$ cat src/rtl/packet_adder_arb.sv
// packet_adder_arb: shares one packet_adder between NREQ requester streams.
// Whole-packet round-robin grant on the input side; an in-order ID FIFO of
// packet owners steers the adder's result stream back to each owner.
// Ports:
//   clk, rst_n          clock, synchronous active-low reset
//   req_a/b/valid/last  per-lane operand beats (lane i at [i*WIDTH +: WIDTH])
//   req_ready           per-lane beat accept
//   add_a/b/valid/last  beat stream into the shared adder, add_ready back
//   add_sum/out_valid/out_last from the adder, add_out_ready back
//   resp_sum            adder sum broadcast to all lanes
//   resp_valid/last     one-hot to the owner of the packet at the FIFO head
//   resp_ready          per-lane result accept
//   busy                a packet is currently granted
//   err                 sticky: adder produced output with no packet owner

module packet_adder_arb #(
    parameter int WIDTH = 8,
    parameter int NREQ  = 4,
    parameter int DEPTH = 4
) (
    input  logic                  clk,
    input  logic                  rst_n,
    input  logic [NREQ*WIDTH-1:0] req_a,
    input  logic [NREQ*WIDTH-1:0] req_b,
    input  logic [NREQ-1:0]       req_valid,
    input  logic [NREQ-1:0]       req_last,
    output logic [NREQ-1:0]       req_ready,
    output logic [WIDTH-1:0]      add_a,
    output logic [WIDTH-1:0]      add_b,
    output logic                  add_valid,
    output logic                  add_last,
    input  logic                  add_ready,
    input  logic [WIDTH:0]        add_sum,
    input  logic                  add_out_valid,
    input  logic                  add_out_last,
    output logic                  add_out_ready,
    output logic [WIDTH:0]        resp_sum,
    output logic [NREQ-1:0]       resp_valid,
    output logic [NREQ-1:0]       resp_last,
    input  logic [NREQ-1:0]       resp_ready,
    output logic                  busy,
    output logic                  err
);

    localparam int IDW = (NREQ > 1) ? $clog2(NREQ) : 1;
    localparam int AW  = (DEPTH > 1) ? $clog2(DEPTH) : 1;

    typedef enum logic {
        IDLE,
        GRANT
    } state_t;

    state_t         state;
    logic [IDW-1:0] grant_id;
    logic [IDW-1:0] rr_ptr;
    logic [IDW-1:0] next_ptr;

    logic [IDW-1:0] fifo_mem [DEPTH];
    logic [AW-1:0]  wr_ptr;
    logic [AW-1:0]  rd_ptr;
    logic [AW:0]    count;
    logic           fifo_full;
    logic           fifo_empty;
    logic [IDW-1:0] head;

    logic [IDW-1:0] pick;
    logic           pick_ok;
    logic [IDW-1:0] sel;
    int             idx;

    logic           push;
    logic           pop;
    logic           last_beat;

    assign fifo_full  = (count == (AW+1)'(DEPTH));
    assign fifo_empty = (count == '0);
    assign head       = fifo_mem[rd_ptr];

    // Scan offsets from far to near so the nearest valid lane at or
    // after rr_ptr is the one left in pick.
    always_comb begin
        pick    = '0;
        pick_ok = 1'b0;
        idx     = 0;
        sel     = '0;
        for (int k = NREQ - 1; k >= 0; k--) begin
            idx = int'(rr_ptr) + k;
            if (idx >= NREQ) begin
                idx = idx - NREQ;
            end
            sel = IDW'(idx);
            if (req_valid[sel]) begin
                pick    = sel;
                pick_ok = 1'b1;
            end
        end
    end

    always_comb begin
        add_a     = '0;
        add_b     = '0;
        add_valid = 1'b0;
        add_last  = 1'b0;
        req_ready = '0;
        if (state == GRANT) begin
            add_a               = req_a[int'(grant_id)*WIDTH +: WIDTH];
            add_b               = req_b[int'(grant_id)*WIDTH +: WIDTH];
            add_valid           = req_valid[grant_id];
            add_last            = req_last[grant_id];
            req_ready[grant_id] = add_ready;
        end
    end

    always_comb begin
        resp_valid    = '0;
        resp_last     = '0;
        add_out_ready = 1'b0;
        if (!fifo_empty) begin
            resp_valid[head] = add_out_valid;
            resp_last[head]  = add_out_last;
            add_out_ready    = resp_ready[head];
        end
    end

    assign resp_sum = add_sum;
    assign busy     = (state == GRANT);

    assign push = (state == IDLE) && pick_ok && !fifo_full;
    assign pop  = add_out_valid && add_out_ready && add_out_last;

    assign last_beat = (state == GRANT) && req_valid[grant_id]
                       && add_ready && req_last[grant_id];

    assign next_ptr = (grant_id == IDW'(NREQ - 1)) ? '0
                      : grant_id + 1'b1;

    always_ff @(posedge clk) begin
        if (!rst_n) begin
            state    <= IDLE;
            grant_id <= '0;
            rr_ptr   <= '0;
            wr_ptr   <= '0;
            rd_ptr   <= '0;
            count    <= '0;
            err      <= 1'b0;
        end else begin
            unique case (state)
                IDLE: begin
                    if (push) begin
                        grant_id <= pick;
                        state    <= GRANT;
                    end
                end
                GRANT: begin
                    if (last_beat) begin
                        rr_ptr <= next_ptr;
                        state  <= IDLE;
                    end
                end
                default: state <= IDLE;
            endcase

            if (push) begin
                fifo_mem[wr_ptr] <= pick;
                wr_ptr           <= wr_ptr + 1'b1;
            end
            if (pop) begin
                rd_ptr <= rd_ptr + 1'b1;
            end

            unique case (1'b1)
                (push && !pop): count <= count + 1'b1;
                (pop && !push): count <= count - 1'b1;
                default:        count <= count;
            endcase

            if (fifo_empty && add_out_valid) begin
                err <= 1'b1;
            end
        end
    end

endmodule

$ cat config.mk
export PLATFORM = sky130hd
export DESIGN_NAME = packet_adder_arb
export DESIGN_NICKNAME = d
export VERILOG_FILES = /design/src/rtl/packet_adder_arb.sv
export SDC_FILE = /design/constraint.sdc
export NUM_CORES = 1
export LEC_CHECK = 0
export ABC_AREA = 1
export BUFFER_PORTS_ARGS = -buffer_cell sky130_fd_sc_hd__buf_2
export CAP_MARGIN = 20
export CORE_ASPECT_RATIO = 0.5
export CORE_MARGIN = 4
export CORE_UTILIZATION = 35
export CTS_CLUSTER_DIAMETER = 50
export DETAILED_ROUTE_END_ITERATION = 10
export PLACE_DENSITY = 0.76
export SLEW_MARGIN = 20
export SYNTH_ARGS = -nofsm -noshare
export SYNTH_HDL_FRONTEND = slang
export SYNTH_SLANG_ARGS = --single-unit
$ cat constraint.sdc
create_clock -name clk -period 2.4 [get_ports clk]
set_input_delay 0.48 -clock clk [delete_from_list [all_inputs] [get_ports clk]]
set_output_delay 0.48 -clock clk [all_outputs]
set_load 0.01 [all_outputs]
---- After elaboration in Yosys (flattened, before gate mapping) ----
Memory sizes are Yosys's and may differ from the RTL's. A register that Yosys moved wholly into a read port is not among the register bits.
Index checks and enable logic that the tools add are counted.
word-level totals
  memories kept ........................... 1
  memory bits (writable) .................. 8
  register bits after elaboration ......... 13
  word-level logic and storage cells ...... 106
  output and inout port bits .............. 42
  bits of input ports ..................... 90
memories
  memory    words  width  rd ports  clocked after Yosys merged registers in  write ports  RTL line  text
  fifo_mem  4      2      1         1                                        1            58        logic [IDW-1:0] fifo_mem [DEPTH];
operators by class
  add/subtract/negate cells ............... 12
  equality and inequality tests ........... 2
  shift-type cells ........................ 2
  reductions and logical operators ........ 19
  magnitude comparators ................... 12
  mux-type cells .......................... 47
  bitwise gates (word level) .............. 4
operators with widths
  cell                 count
  $shiftx 32x6->8      2
  $mux 2               11
  $mux 1               20
  $lt 2x3->1 const B   6
  $mux 8               2
  $bmux 1 s2           7
  $and 4x4->4          3
  $logic_and 1x1->1    12
  $mux 4               3
  $ge 3x3->1 const B   3
  $sub 2x1->2 const B  4
  $add 2x1->2 const B  3
  $add 2x2->3 const B  2
  $pmux 3 s2           1
  $demux 1 s2          2
  $ge 2x1->1 const B   2
  $reduce_and 2->1     2
  $add 2x1->3 const B  1
  $add 3x1->3 const B  1
  $eq 3x3->1 const B   1
  $ge 2x3->1 const B   1
  $logic_not 1->1      3
  $logic_not 3->1      1
  $sub 3x1->3 const B  1
  other kinds (4)      4

---- Logic depth before layout (Yosys ltp) ----
Gate-level depths: netlist of run 1.
  depth in word-level cells ............... 14
  gate-level depth with buffers ........... 15
  gate-level depth less buffers ........... 15

---- Worst setup path before layout of run 1 ----
Ideal clock, no wire load.
  path type ............................... input port to flip-flop
  start point ............................. input req_valid[1]
  end point ............................... register count[2]
  setup time .............................. 0.070 ns
  slack ................................... 0.300 ns
  stages on the path ...................... 11
  arrival ................................. 2.030 ns
  required time ........................... 2.330 ns
  buffers on the path ..................... 0
  path through ............................ clkinv_1 > o21ai_0 > nor2_1 > nand2_2 > nand2_4 > ha_1 > fa_1 > a21oi_1 > o21a_1 > o21ai_0 > a21oi_1
between the ends
  word-level cells in the longest chain between the ends .. 11
  elaborated cells between the ends (all ways) .. 19
  classes of those cells .................. mux: 13; reduce/logical: 6
RTL lines
  what                                             RTL line  text
  from (decl)                                      25        input logic [NREQ-1:0] req_valid,
  $bmux 1 s2                                       92        if (req_valid[sel]) begin
  $mux 1 (not written as such)                     92
  $mux 1 (3 in series)                             92
  $mux 1 (*)                                       92
  $logic_and 1x1->1 (*) (2 in series)              128       assign push = (state == IDLE) && pick_ok && !fifo_full;
  $logic_not 1->1                                  173       (pop && !push): count <= count - 1'b1;
  $logic_and 1x1->1                                173
  $pmux 3 s2 or $reduce_bool 2->1 (tied branches)  --
  to (signal assigned)                             172       (push && !pop): count <= count + 1'b1;
  to (signal assigned)                             173
  to (signal assigned)                             174       default: count <= count;
  to (decl)                                        61        logic [AW:0] count;
Every way passes the cells marked *; elsewhere a longest branch is shown, timed or not. The select of a mux whose other input is x is not followed.
A chain may end at the register's enable or synchronous reset.

---- Final worst setup path of run 1 ----
  start point ............................. register grant_id[0]
  end point ............................... output add_last
between the ends
  word-level cells in the longest chain between the ends .. 3
RTL lines
  what                          RTL line  text
  from (decl)                   54        logic [IDW-1:0] grant_id;
  from (signal assigned)        150       grant_id <= pick;
  $bmux 1 s2                    109       add_last = req_last[grant_id];
  $mux 1 (not written as such)  109
  $mux 1                        105       if (state == GRANT) begin
  to (decl)                     31        output logic add_last,
No other way between the ends. The select of a mux whose other input is x is not followed.

==> run metrics, run 1 <==
outcome complete, no violations; final slew viol count 0; Final #Nets 542; relative slew slack 65.8%; Pre-Repair DR Iteration Count 4; Clock Tree Root clkbuf_16; hpwl dp 4640 um; switching share of power 48.1%; final worst path period need 2110 ps; Num CTS Buffers 3; drt drc 0; synth unique cells 30; Synth async-reset ratio 0%; Area Overhead vs Synth 32.0%; Slew @ Worst Pin 512 ps; Die ar. 7250 um^2; final setup fails 0; Util after Layout 48.6%; Post-synth EDFFs 8; WL/cell 11.2 um; internal power 1.33 mW; CP Capture Type output port; DR iter-0 viols 69; R2R depth 13; die span in x 116 um; reg2reg setup slack 300 ps; CTS sink cnt 23; site row count 19; H-Tree Depth 1; startpoint types register; Port Buffers 113; total core area 5590 um^2; synthesis-stage register bit count 23; mean post-synth cell area 6.04 um^2; Flop pwr share 23.9%; M3 GR Usage 4.07%; pwr dens 942 nW/um^2; maxcap violations 0; # diodes 0; global-route wire length before repair 9520 um; WP depth 6; hold_buf cts 0; GR Util met1 19.2%; Worst EP arrival 1630 ps; CTS tree done; Top FF cell, synth dfxtp_1; register area share after synthesis 26.3%; Pleak 1.44 nW; Crit path required time 1920 ps; I/O pin count 132; Initial Util 36.8%; Fillers 583; type of the worst min-delay path reg -> reg; largest net degree at the start of global routing 39; CP max stage cell inv_2; clock buffer depth 2; number of global-route vias before repair 2187; total wire length 5780 um; CP max stage delay 390 ps; Antenna Nets Post-Route 0; Total Routing Usage GR 15.6%; Final Non-Filler Cells 514; power share of the clock group 13.7%; count of final hold-check violations 0; Worst VDD drop 396 uV; placed insts 509; Comb power frac 62.4%; Synth Cell Area 2060 um^2; crit path max fanout 38; routability cong. 0.816; hold path depth 2; fraction of layout cells with a size suffix above 1 33.8%; Die Ht 62.2 um; Worst Skew 1.81 ps; fmax 0.474 GHz; NetSw 1.23 mW; CP top delay family buffers and inverters; GRT overflow 0; Buf/Inv on CP 3; GRT Max-Usage Layer met2; Clock Pin Slew Worst Setup and Hold Paths 60 ps; initial antenna violation count 0; met2 GRT Util 26.4%; crit-path cells inv_2 -> nand2_1 -> a32oi_1 -> inv_1 -> nor2_1 -> buf_2; clk_lat worst skew 250 ps; period utilization 87.9%; critical path type reg -> out; Via density 4.67; Via Count 2399; Post-Syn Nets 441; Yosys warnings 0; post-synthesis cell count 341
[state kept, by name (all words and copies together), names as in the netlist, named ones only]
name      cells
grant_id      2
err           1
rr_ptr        2
rd_ptr        2
busy          1
fifo_mem      8
count         3
wr_ptr        2
[cell type report]
| type | count | area [um^2] | share of cell area (%) |
|---|---|---|---|
| clock inverters | 1 | 5.00 | 0.184 |
| well taps | 73 | 91.3 | 3.36 |
| flip-flops and latches | 23 | 546 | 20.1 |
| inverters | 39 | 146 | 5.39 |
| multi-input cells | 258 | 1260 | 46.3 |
| repair buffers | 117 | 596 | 21.9 |
| clock buffers | 3 | 75.1 | 2.76 |
[power groups by stage]
stage / registers [mW] / logic (mW) / clock network [mW]
after floorplan: 0.601 / 1.14 / 0
after global placement: 0.614 / 1.58 / 0
after detailed placement: 0.617 / 1.59 / 0
after CTS: 0.610 / 1.60 / 0.361
after global routing: 0.629 / 1.85 / 0.374
final: 0.612 / 1.60 / 0.350
[worst paths after layout]
kind                        from       end
setup reg to reg  fifo_mem[3][1]  count[1]
hold / removal               err       err
hold reg to reg              err       err
setup / recovery     grant_id[0]  add_last
[metrics by stage]
stage	setup slack, ps	hold slack [ps]	power, mW	cell area [um^2]	setup TNS (ps)
floorplan	300	443	1.74	2060	0
finish	291	447	2.56	2720	0
global placement	117	438	2.19	2620	0
CTS	132	456	2.57	2700	0
detailed placement	58.9	446	2.21	2620	0
global route	-0.00644	483	2.85	2720	-0.00644
[what timing repair did]
item                                   CTS  global route
setup buffers                            0             1
resized for setup                        0             5
setup endpoints to repair                0             1
endpoints found under the hold margin    0             0
[layer usage]
layer,wire length [um],vias to the layer above
li1,-,1285
met1,2420,1036
met5,0,-
met2,2790,68
met3,486,10
met4,86,0
[cell usage after synthesis (2+ instances only)]
master / n / area (um^2)
nor2_2: 3 / 18.8
nor2_1: 96 / 360
edfxtp_1: 8 / 240
nand2_2: 8 / 50.1
inv_2: 7 / 26.3
nand2_1: 46 / 173
inv_1: 31 / 116
a21oi_1: 29 / 145
nand3_1: 8 / 40.0
ha_1: 9 / 113
buf_1: 3 / 11.3
o21ai_1: 9 / 45.0
buf_2: 4 / 20.0
clkbuf_1: 4 / 15.0
buf_4: 10 / 75.1
o21ai_0: 37 / 185
o21ai_2: 2 / 17.5
dfxtp_1: 15 / 300
[cells in the final DEF, fill, tap and decap left out, types with 2 or more instances in the layout]
master     synthesis  layout
buf_4             10       4
o21ai_2            2       2
clkbuf_16          0       3
a21oi_1           29      29
nand2_2            8       8
inv_1             31      31
inv_2              7       7
buf_2              4     113
edfxtp_1           8       8
ha_1               9       9
nand3_2            1       2
o21ai_1            9       9
dfxtp_1           15      13
o21ai_0           37      37
nand2_1           46      46
nor2_2             3       3
nor2_1            96      96
nand3_1            8       7
[worst register-to-register path, delay by kind of cell (launching register included)]
kind,cells,cell delay (ps)
AOI/OAI and AO/OA,2,220
adders and majority gates,2,690
buffers and inverters,2,160
DFF,1,350
and+or+nand+nor,7,590
[cells by family after synthesis]
logic type      count (synthesis)  share of synthesized area (%)
simple gates                  167                           33.6
compound gates                 81                           20.7
buf+inv                        60                           13.0
flops                          23                           26.3
fa+ha+maj                      10                           6.44
No activity file was read; power rests on OpenSTA's default activity.
==> inputs of run 2 (changes only) <==
CORE_UTILIZATION = 43   (was 35)
PLACE_DENSITY = 0.89   (was 0.76)
==> run metrics, run 2 (same netlist as run 1, synthesis figures left out) <==
Post-Route Setup TNS 0 ps (unchanged); Die Ht 56.9 um (was 62.2 um); initial antenna violation count 0 (unchanged); Port Buffers 113 (unchanged); Clock Tree Root clkbuf_8 (was clkbuf_16); Slew @ Worst Pin 500 ps (was 512 ps); Final #Nets 541 (was 542); Total Routing Usage GR 17.5% (was 15.6%); worst hold slack 454 ps (was 447 ps); DR iter-0 viols 118 (was 69); Worst VDD drop 362 uV (was 396 uV); Post-DP Area 2610 um^2 (was 2620 um^2); Num CTS Buffers 3 (unchanged); maxcap violations 0 (unchanged); relative slew slack 66.6% (was 65.8%); pre-CTS setup slack -6.99 ps (was 58.9 ps); global-route wire length before repair 9050 um (was 9520 um); PnR Total Power 2.41 mW (was 2.56 mW); die span in x 106 um (was 116 um); CTS sink cnt 23 (unchanged); setup bufs post-CTS 0 (unchanged); Die ar. 6020 um^2 (was 7250 um^2); Largest regs fifo_mem x8, count x3 (unchanged); site row count 17 (was 19); Setup WS post-layout 188 ps (was 291 ps); Pleak 1.42 nW (was 1.44 nW); fin area 2660 um^2 (was 2720 um^2); Initial Util 45.6% (was 36.8%); fmax 0.452 GHz (was 0.474 GHz); total wire length 5450 um (was 5780 um); Pre-Repair DR Iteration Count 4 (unchanged); Via density 4.74 (was 4.67); placed insts 502 (was 509); type of the worst min-delay path reg -> reg (unchanged); Antenna Nets Post-Route 0 (unchanged); outcome complete, no violations (unchanged); Util after Layout 58.9% (was 48.6%); post-cts sizing count 0 (unchanged); routability cong. 0.827 (was 0.816); final setup fails 0 (unchanged); total core area 4510 um^2 (was 5590 um^2); clk_lat worst skew 260 ps (was 250 ps); final slew viol count 0 (unchanged); drt drc 0 (unchanged); CP Capture Type register (was output port); clock buffer depth 2 (unchanged); unrepaired setup endpoints after global routing false; fraction of layout cells with a size suffix above 1 33.0% (was 33.8%); I/O pin count 132 (unchanged); largest net degree at the start of global routing 39 (unchanged); count of final hold-check violations 0 (unchanged); hold_buf cts 0 (unchanged); Worst Skew 2.43 ps (was 1.81 ps); Fillers 467 (was 583); GRT overflow 0 (unchanged); Clock Pin Slew Worst Setup and Hold Paths 80 ps (was 60 ps); max FFs per register 8 (unchanged); Final Non-Filler Cells 506 (was 514); critical path type reg -> reg (was reg -> out); most frequent cells in the layout 113 x buf_2, 96 x nor2_1, 46 x nand2_1, 37 x o21ai_0, 31 x inv_1 (unchanged); Biggest register fifo_mem (unchanged); Worst EP arrival 2410 ps (was 1630 ps); final worst path period need 2210 ps (was 2110 ps); footprint of the multi-input gates 1250 um^2 (was 1260 um^2); number of global-route vias before repair 2220 (was 2187); Via Count 2398 (was 2399); crit path max fanout 8 (was 38); pwr dens 907 nW/um^2 (was 942 nW/um^2); WL/cell 10.8 um (was 11.2 um); startpoint types register (unchanged); period utilization 92.2% (was 87.9%); Sequential Area 544 um^2 (was 546 um^2); hpwl dp 4350 um (was 4640 um); H-Tree Depth 1 (unchanged); CTS tree done (unchanged); Crit path required time 2600 ps (was 1920 ps); Area Overhead vs Synth 29.1% (was 32.0%); commonest non-fill, non-tap cell in the layout buf_2 (unchanged); # diodes 0 (unchanged)
run 2: changes by cell type in the layout (fill, tap and decap cells not counted), sizes merged:
| cell | delta |
|---|---|
| buf | -1 |
run 2: worst max-delay path, cell delays in order, from the launching register on:
cell     delay (ps)
dfxtp_1         470
inv_2           120
o21ai_2         200
nor2_1           90
nand2_2          80
nand2_4          70
ha_1            250
fa_1            390
a21oi_1         130
o21a_1          140
o21ai_0          80
a21oi_1         110
run 2: layer usage:
metal	GRT usage, %	part of all wire (%)	vias up
met4	2.03	0.29	0
li1	-	-	1279
met1	19.8	42	1038
met5	0	0	-
met2	34.5	50	77
met3	4.36	7.2	4
run 2: layout make-up:
class,instances,share of cell area (%)
well taps,66,3.11
clock inverters,1,0.188
inverters,39,5.51
multi-input cells,258,47.0
repair buffers,116,22.1
clock buffers,3,1.55
flip-flops and latches,23,20.5
run 2: report_power, final:
part	switching (mW)	internal, mW
logic	0.983	0.577
registers	0.0985	0.517
clock network	0.120	0.116
run 2: worst paths after layout:
check / start / endpoint / slack, ps / depth (start not counted)
hold reg to reg: err / err / 450 / 2
setup / recovery: rr_ptr[0] / count[2] / 190 / 11
setup reg to reg: rr_ptr[0] / count[2] / 190 / 11
hold / removal: err / err / 450 / 2
==> inputs of run 3 (changes only) <==
CORE_UTILIZATION = 25   (was 43)
PLACE_DENSITY = 0.6   (was 0.89)
==> run metrics, run 3 (same netlist as run 1, synthesis figures left out) <==
final slew viol count 0 (unchanged); Total Routing Usage GR 11.6% (was 17.5%); commonest non-fill, non-tap cell in the layout buf_2 (unchanged); count of final hold-check violations 0 (unchanged); GRT overflow 0 (unchanged); site row count 23 (was 17); H-Tree Depth 1 (unchanged); crit-path cells o21ai_0 -> nand2_1 -> nand2_1 -> inv_1 -> nand2_2 -> nand3_2 -> nor2_2 -> ha_1 -> fa_2 -> o21ai_0 -> nor2_1 (was inv_2 -> o21ai_2 -> nor2_1 -> nand2_2 -> nand2_4 -> ha_1 -> fa_1 -> a21oi_1 -> o21a_1 -> o21ai_0 -> a21oi_1); CP max stage cell fa_2 (was dfxtp_1); Pre-Repair DR Iteration Count 4 (unchanged); Clock Tree Root clkbuf_16 (was clkbuf_8); Biggest register fifo_mem (unchanged); pwr dens 927 nW/um^2 (was 907 nW/um^2); maxcap violations 0 (unchanged); final setup fails 0 (unchanged); Pleak 1.44 nW (was 1.42 nW); Clock Pin Slew Worst Setup and Hold Paths 60 ps (was 80 ps); I/O pin count 132 (unchanged); hpwl dp 4660 um (was 4350 um); fmax 0.473 GHz (was 0.452 GHz); clock buffer depth 2 (unchanged); drt drc 0 (unchanged); Initial Util 25.7% (was 45.6%); most frequent cells in the layout 113 x buf_2, 96 x nor2_1, 46 x nand2_1, 37 x o21ai_0, 31 x inv_1 (unchanged); Critical R2R Launch fifo_mem[0][1] (was rr_ptr[0]); CTS sink cnt 23 (unchanged); CP max stage delay 450 ps (was 470 ps); total core area 8000 um^2 (was 4510 um^2); largest net degree at the start of global routing 27 (was 39); unrepaired setup endpoints after global routing false (unchanged); routability cong. 0.743 (was 0.827); Worst Skew 4.02 ps (was 2.43 ps); Antenna Nets Post-Route 0 (unchanged); CTS tree done (unchanged); Via Count 2346 (was 2398); Crit path required time 2540 ps (was 2600 ps); initial antenna violation count 0 (unchanged); CP top delay family adder cells (was compound AO/OA/AOI/OAI gates); # diodes 0 (unchanged); crit path max fanout 4 (was 8); critical path type reg -> reg (unchanged); startpoint types register (unchanged); Die ar. 9840 um^2 (was 6020 um^2); Worst VDD drop 402 uV (was 362 uV); number of global-route vias before repair 2168 (was 2220); Post-DP Area 2670 um^2 (was 2610 um^2); reg2reg setup slack 290 ps (was 190 ps); Area Overhead vs Synth 35.0% (was 29.1%); hold_buf cts 0 (unchanged); CP Capture Type register (unchanged); period utilization 88.1% (was 92.2%); total wire length 5930 um (was 5450 um); Num CTS Buffers 3 (unchanged); Largest regs fifo_mem x8, count x3 (unchanged); Post-Route Setup TNS 0 ps (unchanged); outcome complete, no violations (unchanged); type of the worst min-delay path reg -> reg (unchanged); global-route wire length before repair 9640 um (was 9050 um); final worst path period need 2110 ps (was 2210 ps); die span in x 136 um (was 106 um); Min-Delay Startpoint err (unchanged); Buf/Inv on CP 1 (unchanged); fin area 2780 um^2 (was 2660 um^2); WL/cell 10.7 um (was 10.8 um); Die Ht 72.2 um (was 56.9 um); Worst EP arrival 2260 ps (was 2410 ps); fraction of layout cells with a size suffix above 1 34.2% (was 33.0%); max FFs per register 8 (unchanged); Via density 4.23 (was 4.74); DR iter-0 viols 106 (was 118); clk_lat worst skew 250 ps (was 260 ps); Final #Nets 543 (was 541); Slew @ Worst Pin 407 ps (was 500 ps); relative slew slack 72.8% (was 66.6%); Port Buffers 113 (unchanged); worst setup path startpoint fifo_mem[0][1] (was rr_ptr[0])
run 3: layout make-up:
class                           count  area [um^2]
Timing Repair Buffer              118          603
Clock inverter                      1         5.00
Clock buffer                        3         75.1
Sequential cell                    23          546
Fill cell                         911         5220
Multi-Input combinational cell    258         1260
Tap cell                          112          140
Inverter                           39          146
run 3: metrics by stage:
stage	cells	util [%]	total power [mW]	hold slack (ps)	worst slack, ps
final	554	34.7	2.57	454	285
after floorplan	341	-	1.74	443	300
after global routing	554	34.7	2.87	484	23.0
after global placement	549	33.4	2.23	437	106
after detailed placement	549	33.4	2.24	449	91.7
after CTS	553	34.4	2.60	458	162
run 3: layer usage:
layer	vias to the layer above	GRT usage [%]	share of wire [%]
met5	-	0	0
met4	0	1.56	0.49
met3	4	1.87	5.4
met2	52	21.6	49
met1	1008	14.7	45
li1	1282	-	-
run 3: timing repair:
action	4_1_cts	5_1_grt
buffers inserted	0	1
gates resized for setup	0	6
setup endpoints to repair	0	1
run 3: path summary, 6_finish.rpt:
check                  end  cells past startpoint
hold / removal         err                      2
setup / recovery  count[1]                     11
setup reg to reg  count[1]                     11
hold reg to reg        err                      2
run 3: worst register-to-register path, stage by stage (launching register included):
cell and delay, ps:
edfxtp_1 360, o21ai_0 180, nand2_1 70, nand2_1 130, inv_1 100, nand2_2 90
nand3_2 80, nor2_2 120, ha_1 220, fa_2 450, o21ai_0 170, nor2_1 50
run 3: where the power goes:
group | leakage [nW] | internal (mW) | switching (mW)
Clock | 0.0409 | 0.224 | 0.128
Sequential | 0.199 | 0.519 | 0.0848
Combinational | 1.20 | 0.596 | 1.02
Total | 1.44 | 1.34 | 1.24
